`src/rtl/mmio_uart_pkg.sv`:
```
// ---------------------------------------------------------------------------
// mmio_uart_pkg
// Shared definitions for the memory-mapped UART transmitter: register
// offsets (address bits [4:3]), STATUS bit positions and the TX FSM states.
// The PARITY state is only reached when MMIO_UART_TX_PARITY_EN is defined.
// ---------------------------------------------------------------------------
package mmio_uart_pkg;

    localparam logic [1:0] OFF_TXDATA = 2'd0;
    localparam logic [1:0] OFF_STATUS = 2'd1;
    localparam logic [1:0] OFF_CTRL   = 2'd2;

    localparam int ST_FULL    = 0;
    localparam int ST_EMPTY   = 1;
    localparam int ST_BUSY    = 2;
    localparam int ST_OVF     = 3;
    localparam int ST_PAR     = 4;
    localparam int ST_CNT_LSB = 8;
    localparam int ST_CNT_W   = 16;

    typedef enum logic [2:0] {
        IDLE,
        START,
        DATA,
        PARITY,
        STOP
    } uart_state_e;

endpackage

```
`src/rtl/mmio_uart_tx_sync_fifo.sv`:
```
// ---------------------------------------------------------------------------
// sync_fifo
// Single-clock FIFO with first-word fall-through output.
// Ports:
//   clock, reset : clock and synchronous active-high reset (pointers/count)
//   push, din    : write request and data; ignored while full
//   pop, dout    : read request and head-of-queue data; ignored while empty
//   full, empty  : occupancy flags derived from count
//   count        : number of stored entries (0..DEPTH)
// DEPTH must be a power of two so the pointers wrap naturally.
// ---------------------------------------------------------------------------
module sync_fifo #(
    parameter int DATA_WIDTH = 8,
    parameter int DEPTH      = 8
) (
    input  logic                        clock,
    input  logic                        reset,
    input  logic                        push,
    input  logic                        pop,
    input  logic [DATA_WIDTH-1:0]       din,
    output logic [DATA_WIDTH-1:0]       dout,
    output logic                        full,
    output logic                        empty,
    output logic [$clog2(DEPTH):0]      count
);

    localparam int AW = $clog2(DEPTH);
    localparam int CW = AW + 1;

    logic [DATA_WIDTH-1:0] mem_q [DEPTH];
    logic [AW-1:0]         wr_ptr_q;
    logic [AW-1:0]         rd_ptr_q;
    logic [CW-1:0]         count_q;
    logic                  do_push;
    logic                  do_pop;

    assign full    = (count_q == CW'(DEPTH));
    assign empty   = (count_q == '0);
    // Fullness is judged at the start of the cycle: a push while full is
    // dropped even when a pop frees a slot in the same cycle.
    assign do_push = push && !full;
    assign do_pop  = pop && !empty;
    assign dout    = mem_q[rd_ptr_q];
    assign count   = count_q;

    always_ff @(posedge clock) begin
        if (reset) begin
            wr_ptr_q <= '0;
            rd_ptr_q <= '0;
            count_q  <= '0;
        end else begin
            if (do_push) wr_ptr_q <= wr_ptr_q + AW'(1);
            if (do_pop)  rd_ptr_q <= rd_ptr_q + AW'(1);
            case ({do_push, do_pop})
                2'b10:   count_q <= count_q + CW'(1);
                2'b01:   count_q <= count_q - CW'(1);
                default: count_q <= count_q;
            endcase
        end
    end

    // Storage carries data only; no reset needed.
    always_ff @(posedge clock) begin
        if (do_push) mem_q[wr_ptr_q] <= din;
    end

endmodule

```
`src/rtl/mmio_uart_tx.sv`:
```
// ---------------------------------------------------------------------------
// mmio_uart_tx
// Memory-mapped UART transmitter on the core's data-memory port.
// Register window (32 bytes at BASE_ADDR, 8-byte aligned accesses only):
//   0x00 TXDATA  W: push write_data[7:0]        R: 0
//   0x08 STATUS  R: full/empty/fsm_busy/ovf/parity_en, count in [23:8]
//                W: 1 to bit3 clears overflow
//   0x10 CTRL    bit0 enable (resets to 1)
//   0x18 reserved
// Ports:
//   clock, reset          : clock, synchronous active-high reset
//   mem_write, mem_read   : store / load strobes
//   address, write_data   : byte address and store data
//   read_data             : combinational load data (0 unless a valid read)
//   sel                   : combinational window hit (ignores alignment)
//   tx                    : UART line, idles high
//   busy                  : FSM active or FIFO non-empty
// Build option: define MMIO_UART_TX_PARITY_EN to append an even-parity bit
// (8E1 framing); default build is 8N1.
// ---------------------------------------------------------------------------
module mmio_uart_tx
    import mmio_uart_pkg::*;
#(
    parameter logic [63:0] BASE_ADDR    = 64'h0000_0000_1000_0000,
    parameter int          CLKS_PER_BIT = 16,
    parameter int          FIFO_DEPTH   = 8
) (
    input  logic        clock,
    input  logic        reset,
    input  logic        mem_write,
    input  logic        mem_read,
    input  logic [63:0] address,
    input  logic [63:0] write_data,
    output logic [63:0] read_data,
    output logic        sel,
    output logic        tx,
    output logic        busy
);

    localparam int TW = (CLKS_PER_BIT > 1) ? $clog2(CLKS_PER_BIT) : 1;
    localparam int CW = $clog2(FIFO_DEPTH) + 1;
`ifdef MMIO_UART_TX_PARITY_EN
    localparam logic PAR_EN = 1'b1;
`else
    localparam logic PAR_EN = 1'b0;
`endif

    // Address decode
    logic       hit, acc;
    logic [1:0] offset;
    logic       wr_txdata, wr_status, wr_ctrl;

    assign hit       = (address[63:5] == BASE_ADDR[63:5]);
    assign acc       = hit && (address[2:0] == 3'b000);
    assign offset    = address[4:3];
    assign sel       = hit;
    assign wr_txdata = mem_write && acc && (offset == OFF_TXDATA);
    assign wr_status = mem_write && acc && (offset == OFF_STATUS);
    assign wr_ctrl   = mem_write && acc && (offset == OFF_CTRL);

    wire unused_wdata = ^write_data[63:8];

    // FIFO
    logic          fifo_pop, fifo_full, fifo_empty;
    logic [7:0]    fifo_dout;
    logic [CW-1:0] fifo_count;

    sync_fifo #(
        .DATA_WIDTH (8),
        .DEPTH      (FIFO_DEPTH)
    ) u_fifo (
        .clock (clock),
        .reset (reset),
        .push  (wr_txdata),
        .pop   (fifo_pop),
        .din   (write_data[7:0]),
        .dout  (fifo_dout),
        .full  (fifo_full),
        .empty (fifo_empty),
        .count (fifo_count)
    );

    // Control registers
    logic enable_q, enable_d;
    logic ovf_q, ovf_d;

    assign enable_d = wr_ctrl ? write_data[0] : enable_q;
    // A new overflow wins over a same-cycle clear.
    assign ovf_d    = (ovf_q && !(wr_status && write_data[ST_OVF])) ||
                      (wr_txdata && fifo_full);

    always_ff @(posedge clock) begin
        if (reset) begin
            enable_q <= 1'b1;
            ovf_q    <= 1'b0;
        end else begin
            enable_q <= enable_d;
            ovf_q    <= ovf_d;
        end
    end

    // TX FSM
    uart_state_e   state_q, state_d;
    logic [TW-1:0] timer_q, timer_d;
    logic [2:0]    bit_idx_q, bit_idx_d;
    logic [7:0]    shift_q, shift_d;
    logic          bit_end;
`ifdef MMIO_UART_TX_PARITY_EN
    logic          parity_q, parity_d;
`endif

    assign bit_end = (timer_q == TW'(CLKS_PER_BIT - 1));

    // State register
    always_ff @(posedge clock) begin
        if (reset) begin
            state_q   <= IDLE;
            timer_q   <= '0;
            bit_idx_q <= '0;
        end else begin
            state_q   <= state_d;
            timer_q   <= timer_d;
            bit_idx_q <= bit_idx_d;
        end
        shift_q  <= shift_d;
`ifdef MMIO_UART_TX_PARITY_EN
        parity_q <= parity_d;
`endif
    end

    // Next-state logic
    always_comb begin
        state_d   = state_q;
        bit_idx_d = bit_idx_q;
        shift_d   = shift_q;
        fifo_pop  = 1'b0;
        case (state_q)
            IDLE: begin
                if (enable_q && !fifo_empty) begin
                    fifo_pop = 1'b1;
                    state_d  = START;
                end
            end
            START: begin
                if (bit_end) state_d = DATA;
            end
            DATA: begin
                if (bit_end) begin
                    shift_d   = shift_q >> 1;
                    bit_idx_d = bit_idx_q + 3'd1;
                    if (bit_idx_q == 3'd7) begin
`ifdef MMIO_UART_TX_PARITY_EN
                        state_d = PARITY;
`else
                        state_d = STOP;
`endif
                    end
                end
            end
`ifdef MMIO_UART_TX_PARITY_EN
            PARITY: begin
                if (bit_end) state_d = STOP;
            end
`endif
            STOP: begin
                if (bit_end) begin
                    // Chain straight into the next frame when data is waiting.
                    if (enable_q && !fifo_empty) begin
                        fifo_pop = 1'b1;
                        state_d  = START;
                    end else begin
                        state_d = IDLE;
                    end
                end
            end
            default: state_d = IDLE;
        endcase
        if (fifo_pop) shift_d = fifo_dout;
        // Timer idles at 0 so a new frame starts with a full-length start bit.
        timer_d = (state_q == IDLE || bit_end) ? '0 : timer_q + TW'(1);
`ifdef MMIO_UART_TX_PARITY_EN
        parity_d = fifo_pop ? ^fifo_dout : parity_q;
`endif
    end

    // Output logic
    always_comb begin
        tx = 1'b1;
        case (state_q)
            START:   tx = 1'b0;
            DATA:    tx = shift_q[0];
`ifdef MMIO_UART_TX_PARITY_EN
            PARITY:  tx = parity_q;
`endif
            default: tx = 1'b1;
        endcase
    end

    assign busy = (state_q != IDLE) || !fifo_empty;

    // Read mux
    logic [63:0] status_w;

    always_comb begin
        status_w                                 = '0;
        status_w[ST_FULL]                        = fifo_full;
        status_w[ST_EMPTY]                       = fifo_empty;
        status_w[ST_BUSY]                        = (state_q != IDLE);
        status_w[ST_OVF]                         = ovf_q;
        status_w[ST_PAR]                         = PAR_EN;
        status_w[ST_CNT_LSB +: ST_CNT_W]         = ST_CNT_W'(fifo_count);
    end

    always_comb begin
        read_data = '0;
        if (mem_read && acc) begin
            case (offset)
                OFF_STATUS: read_data = status_w;
                OFF_CTRL:   read_data = {63'd0, enable_q};
                default:    read_data = '0;
            endcase
        end
    end

endmodule
```
`config.mk`:
```
export PLATFORM = sky130hd
export DESIGN_NAME = mmio_uart_tx
export DESIGN_NICKNAME = d
export VERILOG_FILES = /design/src/rtl/mmio_uart_pkg.sv /design/src/rtl/mmio_uart_tx_sync_fifo.sv /design/src/rtl/mmio_uart_tx.sv
export SDC_FILE = /design/constraint.sdc
export NUM_CORES = 1
export LEC_CHECK = 0
export ABC_AREA = 1
export BUFFER_PORTS_ARGS = -buffer_cell sky130_fd_sc_hd__buf_4
export CORE_UTILIZATION = 35
export DETAILED_ROUTE_END_ITERATION = 8
export PLACE_DENSITY = 0.73
export SLEW_MARGIN = 20
export SYNTH_ARGS = -nofsm -noshare
export SYNTH_HDL_FRONTEND = slang
export SYNTH_SLANG_ARGS = --single-unit
```
`constraint.sdc`:
```
create_clock -name clock -period 2.12 [get_ports clock]
set_input_delay 0.212 -clock clock [delete_from_list [all_inputs] [get_ports clock]]
set_output_delay 0.212 -clock clock [all_outputs]
set_load 0.01 [all_outputs]
```
# After elaboration in Yosys (flattened, before gate mapping)
# Memory sizes are Yosys's and may differ from the RTL's. A register that Yosys moved wholly into a read port is not among the register bits.
# Index checks and enable logic that the tools add are counted.
dict set report totals {
  register_bits 30
  ram_bits 64
  inputBits 132
  output_inout_bits 67
  wordCells 83
  memories 1
}
# name depth word_bits read_ports rd_ports_with_merged_regs write_ports line
set memory_table {}
lappend memory_table {u_fifo.mem_q 8 8 1 1 1 mmio_uart_tx_sync_fifo.sv:30} ;# logic [DATA_WIDTH-1:0] mem_q [DEPTH];
dict set report op_classes {
  addsub 6
  n_eq_ne 16
  muxes 21
  reduce_logical 30
}
# operator n
set ops {}
lappend ops {{59-bit by 24-bit equality test with 1-bit output (second input constant)} 1}
lappend ops {{8-bit two-way mux} 3}
lappend ops {{12-bit one-hot mux with 2 select lines} 1}
lappend ops {{3-bit two-way mux} 7}
lappend ops {{1-bit logical AND} 12}
lappend ops {{12-bit two-way mux} 1}
lappend ops {{3-bit one-hot mux with 4 select lines} 1}
lappend ops {{2-bit inequality test (second input constant)} 5}
lappend ops {{3-bit by 1-bit adder with 3-bit output (second input constant)} 3}
lappend ops {{4-bit by 1-bit adder with 4-bit output (second input constant)} 2}
lappend ops {{4-bit equality test (second input constant)} 2}
lappend ops {{4-bit one-hot mux with 2 select lines} 1}
lappend ops {{3-bit equality test (second input constant)} 2}
lappend ops {{3-bit logical NOT} 2}
lappend ops {{2-bit nonzero test} 3}
lappend ops {{1-bit two-way mux} 5}
lappend ops {{5-bit AND reduction} 1}
lappend ops {{2-bit by 1-bit equality test with 1-bit output (second input constant)} 2}
lappend ops {{2-bit equality test (second input constant)} 2}
lappend ops {{4-bit logical NOT} 1}
lappend ops {{1-bit one-hot mux with 2 select lines} 2}
lappend ops {{2-bit AND reduction} 2}
lappend ops {{4-bit by 1-bit subtractor with 4-bit output (second input constant)} 1}
lappend ops {{3-bit by 1-bit equality test with 1-bit output (second input constant)} 1}
lappend ops {{6 further kinds} 10}

# Longest topological paths before layout
dict set report logic_depth {
  ltp_word 9
  depth_mapped 18
}

# Cells and area by module
# Synthesis repeated with hierarchy kept, for this count alone.
dict set report hier_totals {
  cells_unflattened 535
  hier_area_um2 4989.8
}
# mod n_inst cells_each area_per_inst_um2 seq_area_each_um2
set modules_own_cells {}
lappend modules_own_cells {sync_fifo 1 276 3218.1 2182.1}
lappend modules_own_cells {mmio_uart_tx 1 259 1771.7 480.5}

# Worst setup path before layout
# No wires, ideal clock.
dict set report synth_path {
  kind {register to register}
  from {reg timer_q[0]}
  to {reg u_fifo.count_q[2] (netlist: u_fifo.count[2])}
  setup_ns 0.115
  arrival_time_ns 2.089
  required_time_ns 2.005
  slack_ns -0.085
  path_stages_with_launch 15
  n_path_buf 1
  period_less_slack_ns 2.205
  cell_sequence {dfxtp_1 -> ha_1 -> nand3_1 -> nand2_1 -> nand3_2 -> inv_2 -> buf_2 -> ha_1 -> nor2_1 -> nor2_1 -> ha_1 -> a21oi_1 -> xor2_1 -> o21ai_0 -> inv_1}
}
dict set report synth_between {
  elab_chain_cells 6
  word_cells_on_any_way 8
  classes_between {eq/ne: 3; mux: 3; reduce/logical: 2}
}
# item line
set synth_rtl {}
lappend synth_rtl {{start: declaration} mmio_uart_tx.sv:104} ;# logic [TW-1:0] timer_q, timer_d;
lappend synth_rtl {{start signal: assignment} mmio_uart_tx.sv:122} ;# timer_q <= timer_d;
lappend synth_rtl {{4-bit equality test *} mmio_uart_tx.sv:112} ;# assign bit_end = (timer_q == TW'(CLKS_PER_BIT - 1));
lappend synth_rtl {{1-bit two-way mux *} mmio_uart_tx.sv:166} ;# if (bit_end) begin
lappend synth_rtl {{1-bit one-hot mux with 2 select lines *} mmio_uart_tx.sv:137} ;# case (state_q)
lappend synth_rtl {{1-bit logical AND *} mmio_uart_tx_sync_fifo.sv:42} ;# assign do_pop = pop && !empty;
lappend synth_rtl {{2-bit by 1-bit equality test with 1-bit output / 2-bit equality test (equally long branches)} mmio_uart_tx_sync_fifo.sv:54} ;# case ({do_push, do_pop})
lappend synth_rtl {{4-bit one-hot mux with 2 select lines / 2-bit nonzero test (equally long branches)} --}
lappend synth_rtl {{end signal: assignment} mmio_uart_tx_sync_fifo.sv:55} ;# 2'b10: count_q <= count_q + CW'(1);
lappend synth_rtl {{end signal: assignment} mmio_uart_tx_sync_fifo.sv:56} ;# 2'b01: count_q <= count_q - CW'(1);
lappend synth_rtl {{end signal: assignment} mmio_uart_tx_sync_fifo.sv:57} ;# default: count_q <= count_q;
lappend synth_rtl {{end: declaration} mmio_uart_tx_sync_fifo.sv:33} ;# logic [CW-1:0] count_q;
# Mark *: on every way between the ends. The rest lies on a longest branch, timed or not.
# A chain may end at the register's enable or synchronous reset.

# Worst setup path after layout
dict set report layout_path {
  from {reg u_fifo.count_q[1] (netlist: u_fifo.count[1])}
  to {reg u_fifo.count_q[3] (netlist: u_fifo.count[3])}
}
dict set report layout_between {
  elab_chain_cells 9
  word_cells_on_any_way 16
  classes_between {add/sub: 2; eq/ne: 3; mux: 4; reduce/logical: 7}
}
# item line
set layout_rtl {}
lappend layout_rtl {{4-bit logical NOT} mmio_uart_tx_sync_fifo.sv:38} ;# assign empty = (count_q == '0);
lappend layout_rtl {{1-bit logical NOT} {mmio_uart_tx_sync_fifo.sv:42, mmio_uart_tx.sv:139, mmio_uart_tx.sv:168}}
lappend layout_rtl {{1-bit logical AND} {mmio_uart_tx.sv:139, mmio_uart_tx.sv:168}}
lappend layout_rtl {{1-bit two-way mux} {mmio_uart_tx.sv:139, mmio_uart_tx.sv:168}}
lappend layout_rtl {{1-bit two-way mux} mmio_uart_tx.sv:166}
lappend layout_rtl {{1-bit one-hot mux with 2 select lines} mmio_uart_tx.sv:137}
lappend layout_rtl {{1-bit logical AND} mmio_uart_tx_sync_fifo.sv:42}
lappend layout_rtl {{2-bit by 1-bit equality test with 1-bit output / 2-bit equality test (equally long branches)} mmio_uart_tx_sync_fifo.sv:54}
lappend layout_rtl {{4-bit one-hot mux with 2 select lines / 2-bit nonzero test (equally long branches)} --}
# Parallel ways exist; a longest one is shown, timed or not.

==> summary.md <==
| Metric | Value |
|---|---|
| Count of boundary I/O pins | `199` |
| Fmax | `503.3 MHz` |
| Share of the yosys chip area belonging to registers | `52.91%` |
| Fraction of registers with async set or reset after synthesis | `0%` |
| Headroom to the max-slew limit | `63.31%` |
| Max clock buf depth | `2` |
| Number of antenna violations at the first check in global routing | `0` |
| Site Rows | `43` |
| Layout filler cell count | `1329` |
| Result of the run | `finished, final reports clean` |
| Final Routed Wirelength | `10.55 mm` |
| Fraction of met1 tracks used by global routing | `18.02%` |
| Most used standard cells in the synthesized netlist | `165 x nor2_1, 80 x nand2_1, 72 x edfxtp_1` |
| Cell seen most often among critical-path stages | `nand2_1` |
| Detailed-routing iteration count for the pre-antenna-repair pass | `4` |
| First-pass GRT wire length | `17.29 mm` |
| Area of combinational cells with multiple inputs | `1972 sq um` |
| Post-Synthesis Mean Instance Area | `8.844 sq um` |
| WHS Endpoint | `ovf_q$_SDFF_PP0_` |
| Post-DP Area | `5859 sq um` |
| Fin. max-slew vios | `0` |
| Pin count of the biggest net entering global routing | `33` |
| CTS Hold Buffers Added | `0` |
| Synth Cell Area | `5032 sq um` |
| GR Layer Usage met3 | `2.715%` |
| Worst setup timing slack at the placement stage | `-0.1864 ns` |
| Crit path launch type | `register` |
| Post-detail-place hpwl | `7.704 mm` |
| Dominant cell by count in the synthesized netlist | `nor2_1` |
| Total of max-cap violations | `0` |
| Register-to-Register Path Depth | `16` |
| Clock-pin slew reported for the worst setup and hold paths after clock tree synthesis | `0.06 ns` |
| H-tree depth reported by CTS | `3` |
| First-iteration detailed-routing DRC count | `182` |
| Most frequently used flop master after synthesis | `edfxtp_1` |
| Top post-synthesis cells by area | `edfxtp_1 43%, nor2_1 12%, dfxtp_1 9.9%` |
| Number of warning messages in the yosys log | `0` |
| Die Wd | `121.9 um` |
| Clock latency reported for the late side of the worst-skew pair | `0.34 ns` |
| Final worst-path setup slack | `0.1332 ns` |
| Cell family with the largest share of critical-path delay | `simple AND/OR/NAND/NOR gates` |
| Power Dens Cells | `1006 nW/um^2` |
| CP max FO | `3` |
| Count of mapped cells out of synthesis | `569` |
| Die span in y | `121.9 um` |
| CTS Sinks | `97` |
| Total overflow reported by the global router | `0` |
| Flip-flop and latch count after synthesis | `97` |
| Critical R2R Launch | `u_fifo.count[1]$_SDFFE_PP0P_` |
| Via-per-instance ratio | `4.543` |
| Static leakage power | `2.551 nW` |
| Area of the core | `13930 sq um` |
| Aggregate global-route resource usage | `14.94%` |
| Post-synth top area cell | `edfxtp_1` |
| Number of cells on the worst hold path | `2` |
| Post-route minimum period | `1.987 ns` |
| Slew of the pin with the lowest slew margin | `0.5496 ns` |
| Final Total Pwr | `6.215 mW` |
| End of the worst register-to-register path | `u_fifo.count[3]$_SDFFE_PP0P_` |
| Number of setup violations in the final report | `0` |
| Maximum cell stage delay along the critical path | `0.33 ns` |
| Cell breakdown of the critical path | `nor2_2 -> nand3_2 -> nand2_1 -> inv_2 -> nand3_2 -> inv_2 -> ha_2 -> nand2_1 -> inv_1 -> nor2_2 -> buf_4 -> nand2_1 -> o21ai_1 -> nand3_1 -> o21ai_1 -> a21oi_1` |
| Hold path startpoint | `reset` |
| First element of the critical path | `u_fifo.count[1]$_SDFFE_PP0P_` |
| Count of nets after finishing | `826` |
| CTS tree | `yes` |
| Gp weighted congestion | `0.7951` |
| Number of flops mapped to enable cells by yosys | `72` |
| Number of failing hold endpoints at the final stage | `0` |
| Internal reg-to-reg setup slack | `0.13 ns` |
| CP Class | `reg -> reg` |
| Count of buffering cells on the critical path with inverters included | `4` |
| Num CTS Buffers | `9` |
| Via Count | `3939` |
| Worst Hold Slack | `0.09014 ns` |
| Final routed wire length divided by cell count | `12.17 um` |
| Min-delay worst type | `in -> reg` |
| Top-area cell type share of the netlist area | `42.96%` |
| Count of cell types in the netlist | `31` |
| Final antenna diode count | `0` |
| Layout cell share with drive strength beyond 1 | `21.98%` |
| Floorplan die area | `14860 sq um` |
| Detail Route Antenna Nets | `0` |
| Data arrival time of the critical path | `2.21 ns` |
| Critical path's slowest cell | `dfxtp_1` |
| Number of global-route vias before repair | `3792` |
| Setup Skew | `0.007844 ns` |
| Global-route met2 utilization | `25.78%` |
| Period utilization | `93.72%` |
| Non-Filler Cell Area, Final | `6178 sq um` |
| Root buffer selected by CTS | `clkbuf_16` |
| Layout-stage area growth over the synthesis result | `22.77%` |
| Data required, critical path | `2.34 ns` |
| Most crowded layer after global routing | `met2` |
| IO buf count | `86` |
| Sequential cell area | `2664 sq um` |
| Post-route DRC | `0` |
| Initial cell density of the core | `36.11%` |
| Worst vdd ir | `0.0004354 V` |
| CP endpoint kind | `register` |
[stage by stage]
stage	TNS [ns]	utilization, %	instances
CTS	0	44.15	866
global route	-0.03889	44.34	867
floorplan	0	-	624
global placement	-0.3030	42.05	851
finish	0	44.34	867
detailed placement	-0.4293	42.05	851
[cells in the final DEF (no fill, tap or decap), types with 7 or more instances in the layout]
cell | netlist | routed
a21oi_1 | 15 | 15
a31oi_1 | 7 | 7
buf_4 | 56 | 117
clkbuf_16 | 0 | 9
conb_1 | 1 | 56
dfxtp_1 | 25 | 24
edfxtp_1 | 72 | 72
ha_1 | 11 | 10
inv_1 | 35 | 34
nand2_1 | 80 | 79
nand3_1 | 16 | 14
nand4_1 | 7 | 7
nor2_1 | 165 | 163
o21ai_0 | 23 | 22
o32ai_1 | 16 | 16
[metal layers]
metal | up-vias | share of wire (%)
li1 | 2015 | -
met1 | 1787 | 43
met2 | 112 | 50
met3 | 25 | 4.1
met4 | 0 | 2.7
met5 | - | 0
[cell families (layout without fill, tap and decap cells)]
| group | count (synthesis) | count (layout) | synth area share [%] |
|---|---|---|---|
| DFF | 97 | 97 | 52.91 |
| AOI/OAI and AO/OA | 66 | 66 | 7.956 |
| xor gates and xnor gates | 4 | 4 | 0.6963 |
| and+or+nand+nor | 282 | 282 | 23.12 |
| adders and majority gates | 11 | 11 | 2.735 |
| other | 1 | 56 | 0.07452 |
| buffers and inverters | 108 | 171 | 12.51 |
[cell type report]
cell class                 instances  share of cell area (%)
clock buffer                       9                   3.645
sequential                        97                   43.11
timing repair buffer             117                   14.22
multi-input combinational        419                   31.92
tap                              180                   3.645
clock inverter                     6                   1.094
inverter                          39                   2.369
[worst max path at each step]
stage	end	slack [ns]	cells past startpoint
finish	u_fifo.count[3]$_SDFFE_PP0P_	0.13	16
floorplan	u_fifo.count[2]$_SDFFE_PP0P_	0.006	16
global placement	u_fifo.count[3]$_SDFFE_PP0P_	-0.14	19
detailed placement	u_fifo.count[3]$_SDFFE_PP0P_	-0.19	19
CTS	u_fifo.count[3]$_SDFFE_PP0P_	0.06	16
global route	u_fifo.count[3]$_SDFFE_PP0P_	-0.04	16
[power breakdown]
group          internal [mW]  leakage (nW)  switching (mW)
Clock                  0.911         0.140           0.670
Sequential              2.31         0.855           0.114
Combinational          0.889          1.56            1.32
[registers in the layout (all words and copies together), names as in the netlist, named ones only]
register	cells
u_fifo.rd_ptr_q	3
u_fifo.mem_q	64
shift_q	8
bit_idx_q	3
ovf_q	1
u_fifo.count	4
u_fifo.wr_ptr_q	3
enable_q	1
timer_q	4
state_q	3
[repair_timing]
action	CTS	global route
setup endpoints to repair	0	2
resized for setup	0	8
endpoints found under the hold margin	0	0
buffers inserted	0	1
No activity file was read; power rests on OpenSTA's default activity.
